--- config.mk ---
export PLATFORM = sky130hd
export DESIGN_NAME = binary_morph_3x3_flat
export DESIGN_NICKNAME = d
export VERILOG_FILES = /design/src/rtl/binary_morph_3x3_if.sv /design/src/rtl/binary_morph_3x3.sv /design/src/flat_wrapper.sv
export SDC_FILE = /design/constraint.sdc
export NUM_CORES = 2
export LEC_CHECK = 0
export BUFFER_PORTS_ARGS = -buffer_cell sky130_fd_sc_hd__buf_2
export CAP_MARGIN = 10
export CORE_UTILIZATION = 30
export DETAILED_ROUTE_END_ITERATION = 16
export MAX_ROUTING_LAYER = met4
export PLACE_DENSITY = 0.48
export SLEW_MARGIN = 20
export SYNTH_ARGS = -nofsm -noshare
export SYNTH_HDL_FRONTEND = slang
export SYNTH_SLANG_ARGS = --single-unit
--- constraint.sdc ---
create_clock -name clock -period 172.9 [get_ports clock]
set_input_delay 8.645 -clock clock [delete_from_list [all_inputs] [get_ports clock]]
set_output_delay 8.645 -clock clock [all_outputs]
set_load 0.01 [all_outputs]
--- src/rtl/binary_morph_3x3_if.sv ---
// Video bus for the morphology stage: syncs plus the three colour channels.
// The master drives the bus and the slave receives it.
interface binary_morph_3x3_if;
   logic       vs;
   logic       hs;
   logic       de;
   logic [7:0] rgb_r;
   logic [7:0] rgb_g;
   logic [7:0] rgb_b;

   modport master (output vs, hs, de, rgb_r, rgb_g, rgb_b);
   modport slave  (input  vs, hs, de, rgb_r, rgb_g, rgb_b);
endinterface

--- src/rtl/binary_morph_3x3.sv ---
// 3x3 binary erosion/dilation on a thresholded 0/255 video stream.
// Uses a causal window, so each result appears one line down and one pixel right.
module binary_morph_3x3 #(
   parameter int         MAX_WIDTH = 1920,
   parameter bit         MORPH_OP  = 1'b0,
   parameter logic [7:0] MODE_CODE = 8'h05
) (
   input  logic                       clock,
   input  logic                       reset,
   input  logic [7:0]                 image_mode_i,
   binary_morph_3x3_if.slave          in_bus,
   binary_morph_3x3_if.master         out_bus
);
   localparam int             CW      = $clog2(MAX_WIDTH);
   localparam logic [CW-1:0]  COL_MAX = CW'(MAX_WIDTH - 1);
   localparam logic [1:0]     LC_FULL = 2'd2;

   logic          vs_prev_q, vs_prev_d;
   logic          de_prev_q, de_prev_d;
   logic [7:0]    mode_q, mode_d;
   logic [CW-1:0] col_q, col_d;
   logic [1:0]    lc_q, lc_d;

   logic [2:0]    s1_bits_q, s1_bits_d;
   logic [2:0]    s1_sync_q, s1_sync_d;
   logic          s1_ge1_q, s1_ge1_d;
   logic          s1_ge2_q, s1_ge2_d;
   logic [2:0]    c0_q, c1_q, c2_q;
   logic [2:0]    c0_d, c1_d, c2_d;
   logic [2:0]    s2_sync_q, s2_sync_d;
   logic          s2_ge1_q, s2_ge1_d;
   logic          s2_ge2_q, s2_ge2_d;
   logic          s3_res_q, s3_res_d;
   logic [2:0]    s3_sync_q, s3_sync_d;

   logic          lb1_q [MAX_WIDTH];
   logic          lb2_q [MAX_WIDTH];

   logic          vs_rise, de_fall, pix, rows_ok, lb1_rd, lb2_rd;
   logic [1:0]    lc_eff;
   logic [8:0]    window;
   logic          enabled;
   logic [7:0]    res_pix;

   // A vs rise on the same cycle as a pixel clears the line count first, so that pixel is row 0.
   always_comb begin
      vs_rise   = in_bus.vs & ~vs_prev_q;
      de_fall   = de_prev_q & ~in_bus.de;
      pix       = in_bus.rgb_r[7];
      lc_eff    = vs_rise ? 2'd0 : lc_q;
      rows_ok   = (lc_eff == LC_FULL);
      lb1_rd    = lb1_q[col_q];
      lb2_rd    = lb2_q[col_q];

      vs_prev_d = in_bus.vs;
      de_prev_d = in_bus.de;
      mode_d    = vs_rise ? image_mode_i : mode_q;
      lc_d      = lc_eff;
      if (!vs_rise && de_fall && (lc_q != LC_FULL)) begin
         lc_d = lc_q + 2'd1;
      end
      col_d = '0;
      if (in_bus.de) begin
         col_d = (col_q == COL_MAX) ? col_q : col_q + CW'(1);
      end

      s1_bits_d = in_bus.de ? {lb2_rd & rows_ok, lb1_rd & rows_ok, pix} : 3'b000;
      s1_sync_d = {in_bus.vs, in_bus.hs, in_bus.de};
      s1_ge1_d  = (col_q != '0);
      s1_ge2_d  = (col_q >= CW'(2));

      c0_d      = s1_bits_q;
      c1_d      = c0_q;
      c2_d      = c1_q;
      s2_sync_d = s1_sync_q;
      s2_ge1_d  = s1_ge1_q;
      s2_ge2_d  = s1_ge2_q;

      // Columns left of the line start do not exist and contribute zeros.
      window    = {c2_q & {3{s2_ge2_q}}, c1_q & {3{s2_ge1_q}}, c0_q};
      s3_res_d  = MORPH_OP ? (|window) : (&window);
      s3_sync_d = s2_sync_q;
   end

   always_ff @(posedge clock) begin
      if (reset) begin
         vs_prev_q <= 1'b0;
         de_prev_q <= 1'b0;
         mode_q    <= 8'h00;
         col_q     <= '0;
         lc_q      <= 2'd0;
         s1_bits_q <= 3'b000;
         s1_sync_q <= 3'b000;
         s1_ge1_q  <= 1'b0;
         s1_ge2_q  <= 1'b0;
         c0_q      <= 3'b000;
         c1_q      <= 3'b000;
         c2_q      <= 3'b000;
         s2_sync_q <= 3'b000;
         s2_ge1_q  <= 1'b0;
         s2_ge2_q  <= 1'b0;
         s3_res_q  <= 1'b0;
         s3_sync_q <= 3'b000;
      end else begin
         vs_prev_q <= vs_prev_d;
         de_prev_q <= de_prev_d;
         mode_q    <= mode_d;
         col_q     <= col_d;
         lc_q      <= lc_d;
         s1_bits_q <= s1_bits_d;
         s1_sync_q <= s1_sync_d;
         s1_ge1_q  <= s1_ge1_d;
         s1_ge2_q  <= s1_ge2_d;
         c0_q      <= c0_d;
         c1_q      <= c1_d;
         c2_q      <= c2_d;
         s2_sync_q <= s2_sync_d;
         s2_ge1_q  <= s2_ge1_d;
         s2_ge2_q  <= s2_ge2_d;
         s3_res_q  <= s3_res_d;
         s3_sync_q <= s3_sync_d;
      end
   end

   // Line buffers hold no reset: stale contents are masked until two lines have arrived.
   always_ff @(posedge clock) begin
      if (in_bus.de) begin
         lb1_q[col_q] <= pix;
         lb2_q[col_q] <= lb1_rd;
      end
   end

   always_comb begin
      enabled = (mode_q == MODE_CODE) && !reset;
      res_pix = (s3_sync_q[0] && s3_res_q) ? 8'd255 : 8'd0;
      if (enabled) begin
         out_bus.vs    = s3_sync_q[2];
         out_bus.hs    = s3_sync_q[1];
         out_bus.de    = s3_sync_q[0];
         out_bus.rgb_r = res_pix;
         out_bus.rgb_g = res_pix;
         out_bus.rgb_b = res_pix;
      end else begin
         out_bus.vs    = in_bus.vs;
         out_bus.hs    = in_bus.hs;
         out_bus.de    = in_bus.de;
         out_bus.rgb_r = in_bus.rgb_r;
         out_bus.rgb_g = in_bus.rgb_g;
         out_bus.rgb_b = in_bus.rgb_b;
      end
   end
endmodule

--- src/flat_wrapper.sv ---
// flat-port wrapper written by rule: the top's interface ports become plain ports
module binary_morph_3x3_flat 
#(
   parameter int         MAX_WIDTH = 1920,
   parameter bit         MORPH_OP  = 1'b0,
   parameter logic [7:0] MODE_CODE = 8'h05
)
  (clock, reset, image_mode_i, in_bus_vs, in_bus_hs, in_bus_de, in_bus_rgb_r, in_bus_rgb_g, in_bus_rgb_b, out_bus_vs, out_bus_hs, out_bus_de, out_bus_rgb_r, out_bus_rgb_g, out_bus_rgb_b);
  binary_morph_3x3_if in_bus_i ();
  binary_morph_3x3_if out_bus_i ();
  input  logic clock;
  input  logic reset;
  input  logic [7:0] image_mode_i;
  input wire logic [$bits(in_bus_i.vs)-1:0] in_bus_vs;
  input wire logic [$bits(in_bus_i.hs)-1:0] in_bus_hs;
  input wire logic [$bits(in_bus_i.de)-1:0] in_bus_de;
  input wire logic [$bits(in_bus_i.rgb_r)-1:0] in_bus_rgb_r;
  input wire logic [$bits(in_bus_i.rgb_g)-1:0] in_bus_rgb_g;
  input wire logic [$bits(in_bus_i.rgb_b)-1:0] in_bus_rgb_b;
  output wire logic [$bits(out_bus_i.vs)-1:0] out_bus_vs;
  output wire logic [$bits(out_bus_i.hs)-1:0] out_bus_hs;
  output wire logic [$bits(out_bus_i.de)-1:0] out_bus_de;
  output wire logic [$bits(out_bus_i.rgb_r)-1:0] out_bus_rgb_r;
  output wire logic [$bits(out_bus_i.rgb_g)-1:0] out_bus_rgb_g;
  output wire logic [$bits(out_bus_i.rgb_b)-1:0] out_bus_rgb_b;
  assign in_bus_i.vs = in_bus_vs;
  assign in_bus_i.hs = in_bus_hs;
  assign in_bus_i.de = in_bus_de;
  assign in_bus_i.rgb_r = in_bus_rgb_r;
  assign in_bus_i.rgb_g = in_bus_rgb_g;
  assign in_bus_i.rgb_b = in_bus_rgb_b;
  assign out_bus_vs = out_bus_i.vs;
  assign out_bus_hs = out_bus_i.hs;
  assign out_bus_de = out_bus_i.de;
  assign out_bus_rgb_r = out_bus_i.rgb_r;
  assign out_bus_rgb_g = out_bus_i.rgb_g;
  assign out_bus_rgb_b = out_bus_i.rgb_b;
  binary_morph_3x3 #(.MAX_WIDTH(MAX_WIDTH), .MORPH_OP(MORPH_OP), .MODE_CODE(MODE_CODE)) u_core (.clock(clock), .reset(reset), .image_mode_i(image_mode_i), .in_bus(in_bus_i), .out_bus(out_bus_i));
endmodule
==> flow_summary.yaml <==
setup_path:
  endpoint_kind: "output pin"
  cp-start-kind: "input port"
  crit_type: "input port to output pin"
  worst-r2r-cell-count: 18
  arrival_ns: 10.81
  r2r_slack_ns: 160.26
  required_ns: 164.26
  path_max_fanout: 33
  worstReg2RegEnd: "u_core.lb2_q[733]"
synth:
  synth_top_family_by_area: "multiplexers"
  syn_area_per_cell_sq_um: 17.62
  async_flop_share_pct: 0
  synthFlopType: "edfxtp_1"
  synth_edf_count: 3840
  synth_compound_area_share_pct: 2.913
  synth-xor-area-share_pct: 0.03299
  synth_seq_cells: 3898
  syn-num-nets: 9080
  yosysSeqAreaShare_pct: 73.13
  synthAdderAreaFrac_pct: 0.03928
  ys_types: 90
  ys_warn_count: 0
  synthCells: 9038
  muxShareOfSynthArea_pct: 14.73
  yosys.area_share.simple_pct: 6.168
  synthesis.area_sq_um: 159300
pwr:
  power_frac_clock_pct: 44.2
  cellPowerDensity_nw_per_um2: 11.11
  p_int_w: 0.001576
  swShare_pct: 21.17
  p_seq_share_pct: 52.4
  p_leak_nw: 52.43
  irDropWorstVdd_uv: 8.252
  power.switching_w: 0.0004232
  combPwrFrac_pct: 3.4
floorplan:
  rows: 267
  ios: 64
  initial_core_util_pct: 30.12
  die_area_sq_um: 533800
  die_w_microns: 730.6
  coreArea_sq_um: 528800
  die_h_microns: 730.6
run:
  drv_cap: 0
place:
  dpl_cell_area_sq_um: 166400
  gpl.final_weighted_congestion: 0.8085
  hpwl_mm: 295.3
  io_buffers: 63
  place_ws_ns: 152.92
cts:
  post-cts-setup-buffer-count: 0
  cts_resized: 0
  cts_tree: "built"
  ctsHoldBuffers: 0
  numClockSinks: 3898
  htreeDepth: 5
  cts_made_buffers: 417
  path_clk_slew_ns: 0.06
  insertion_delay_ns: 1.00
  cts_buffer_depth: 4
  clk_root_buffer_cell: "clkbuf_16"
grt:
  grtUsageTotal_pct: 19.61
  grt_overflow: 0
  antenna_found_initial: 46
  grt_pass1_wl_mm: 718.2
  grt_pass1_vias: 89580
  grt_max_degree: 241
route:
  wire_per_inst_microns: 31.72
  vias: 87180
  routed_via_density: 5.321
  routed_wl_mm: 519.8
  drtPass1Iterations: 6
  drc_errors: 0
  ant_nets: 0
  first_iter_violations: 10920
cells_and_area:
  layout-drive-gt1-share_pct: 20.72
  area_growth_pct: 12.94
  nFillCells: 50030
  layout_commonest_cell: "edfxtp_1"
  num-nets-final: 9068
  design_area_sq_um: 179900
  mostFrequentLayoutCells: "edfxtp_1 (3840), nor2_1 (1981), mux4_2 (842), clkbuf_16 (424), mux2i_1 (333)"
timing:
  drv_slew: 0
  setup_violations: 0
  tns_ns: 0
  max_freq_mhz: 51.41
  tightest_slew_ns: 1.300
  relSlewSlack_pct: 12.53
  setup_ws_ns: 153.45
  fin_crit_ns: 19.45
  post-route-period-util_pct: 11.25
  rsz0062_at_grt: "false"
  hold_viol: 0
  fin_hold_ws_ns: 0.4403
  finalClockSkew_ns: 0.07941
min_path:
  hp-class: "register to register"
  worstHoldStart: "u_core.s1_ge1_q"
  hold_path_end: "u_core.s2_ge1_q"
  hold_depth: 1
status:
  status: "finished, final reports clean"
worst max-delay path, cell delays in order:
cell and delay [ns]:
buf_2 0.28, or4_1 0.46, nor3_1 0.18, nand4b_1 0.47, nor2_1 0.24, buf_4 0.28, a21o_1 0.12, buf_2 0.13
layout make-up:
| class | instances | area (sq um) | area share [%] |
|---|---|---|---|
| sequential | 3898 | 116500 | 64.76 |
| multi-input combinational | 4371 | 38650 | 21.49 |
| clock buffer | 520 | 10980 | 6.104 |
| tap | 6994 | 8751 | 4.865 |
| timing repair buffer | 325 | 2537 | 1.411 |
| clock inverter | 243 | 2351 | 1.307 |
| inverter | 13 | 58.81 | 0.03269 |
| antenna | 22 | 55.05 | 0.03061 |
flip-flops by register name, summed over array words and instances (netlist names), named ones only:
name              count
u_core.s2_ge2_q       1
u_core.s3_res_q       1
u_core.mode_q         8
u_core.s1_ge2_q       1
u_core.s2_ge1_q       1
u_core.lb1_q       1920
u_core.s1_ge1_q       1
u_core.col_q         11
u_core.c0_q           3
u_core.c1_q           3
u_core.lc_q           2
u_core.c2_q           3
u_core.s2_sync_q      3
u_core.lb2_q       1920
u_core.c0_d           3
u_core.s3_sync_q      3
u_core.s1_sync_q      3
logic make-up (layout without fill, tap and decap cells):
group | Yosys count | in the layout
AOI/OAI and AO/OA | 656 | 656
muxes | 1247 | 1247
and+or+nand+nor | 2457 | 2457
adders and majority gates | 5 | 5
DFF | 3898 | 3898
other | 0 | 22
buffers and inverters | 769 | 1101
xor gates and xnor gates | 6 | 6
power by group through the flow:
stage                     registers (W)  clock network (W)  logic [W]
after floorplan                 0.00110                  0  0.0000428
after global placement          0.00107                  0  0.0000670
after detailed placement        0.00107                  0  0.0000686
after CTS                       0.00105           0.000898  0.0000687
after global routing            0.00105           0.000932  0.0000722
final                           0.00105           0.000884  0.0000678
cell usage after synthesis (5+ instances only):
master	number	area, sq um
buf_4	59	442.9
buf_8	24	360.4
nor3b_1	7	52.55
dfxtp_1	58	1161
clkbuf_1	371	1393
mux4_2	842	18960
a21o_1	24	180.2
o41ai_1	12	105.1
a311oi_1	7	61.31
o21ai_0	46	230.2
nand2b_1	7	43.79
a211oi_1	19	142.6
mux4_1	24	630.6
nor2b_1	40	250.2
a22o_1	16	140.1
a31oi_1	25	156.4
a22oi_1	189	1419
a21oi_1	127	635.6
inv_1	12	45.04
mux2i_1	333	3333
or3_1	5	31.28
a2111oi_0	9	78.83
ha_1	5	62.56
o2111ai_1	9	78.83
edfxtp_1	3840	115300
nand2_1	246	923.4
buf_1	103	386.6
clkbuf_8	6	82.58
nor4_1	9	56.30
buf_6	94	1059
buf_2	66	330.3
mux2_2	48	540.5
nor2_1	1990	7470
o221ai_1	33	289.0
and3_1	13	81.33
nand3_1	43	215.2
a221oi_1	46	402.9
buf_12	32	640.6
nand4_1	14	87.58
o22ai_1	42	262.8
o211ai_1	6	45.04
nor3_1	21	105.1
o21ai_1	8	40.04
and2_1	21	131.4
stage by stage:
| stage | total power, W | instances | util, % |
|---|---|---|---|
| floorplan | 0.001147 | 9038 | - |
| detailed placement | 0.001135 | 15600 | 31.47 |
| CTS | 0.002013 | 16360 | 33.99 |
| global placement | 0.001134 | 15600 | 31.45 |
| finish | 0.001999 | 16390 | 34.01 |
| global route | 0.002051 | 16380 | 34.01 |
how the worst max path moves through the flow:
stage	startpoint	end	slack, ns	depth (start not counted)
detailed placement	reset	out_bus_rgb_r[7]	152.92	8
finish	reset	out_bus_rgb_b[3]	153.45	8
global placement	reset	out_bus_rgb_b[7]	152.99	8
global route	reset	out_bus_rgb_b[6]	153.21	8
CTS	reset	out_bus_rgb_r[7]	152.91	8
floorplan	register	u_core.lb2_q[0]	117.36	13
metal layers:
metal	share of wire, %	vias to the layer above	track usage, %	wire length (microns)
met2	49	3786	31.95	254300
met4	2.9	0	5.561	15240
met3	7.5	751	3.049	38740
met5	0	-	-	0
met1	41	47160	25.49	211500
li1	-	35490	-	-
Note: power is estimated with default switching activity, not from simulation.
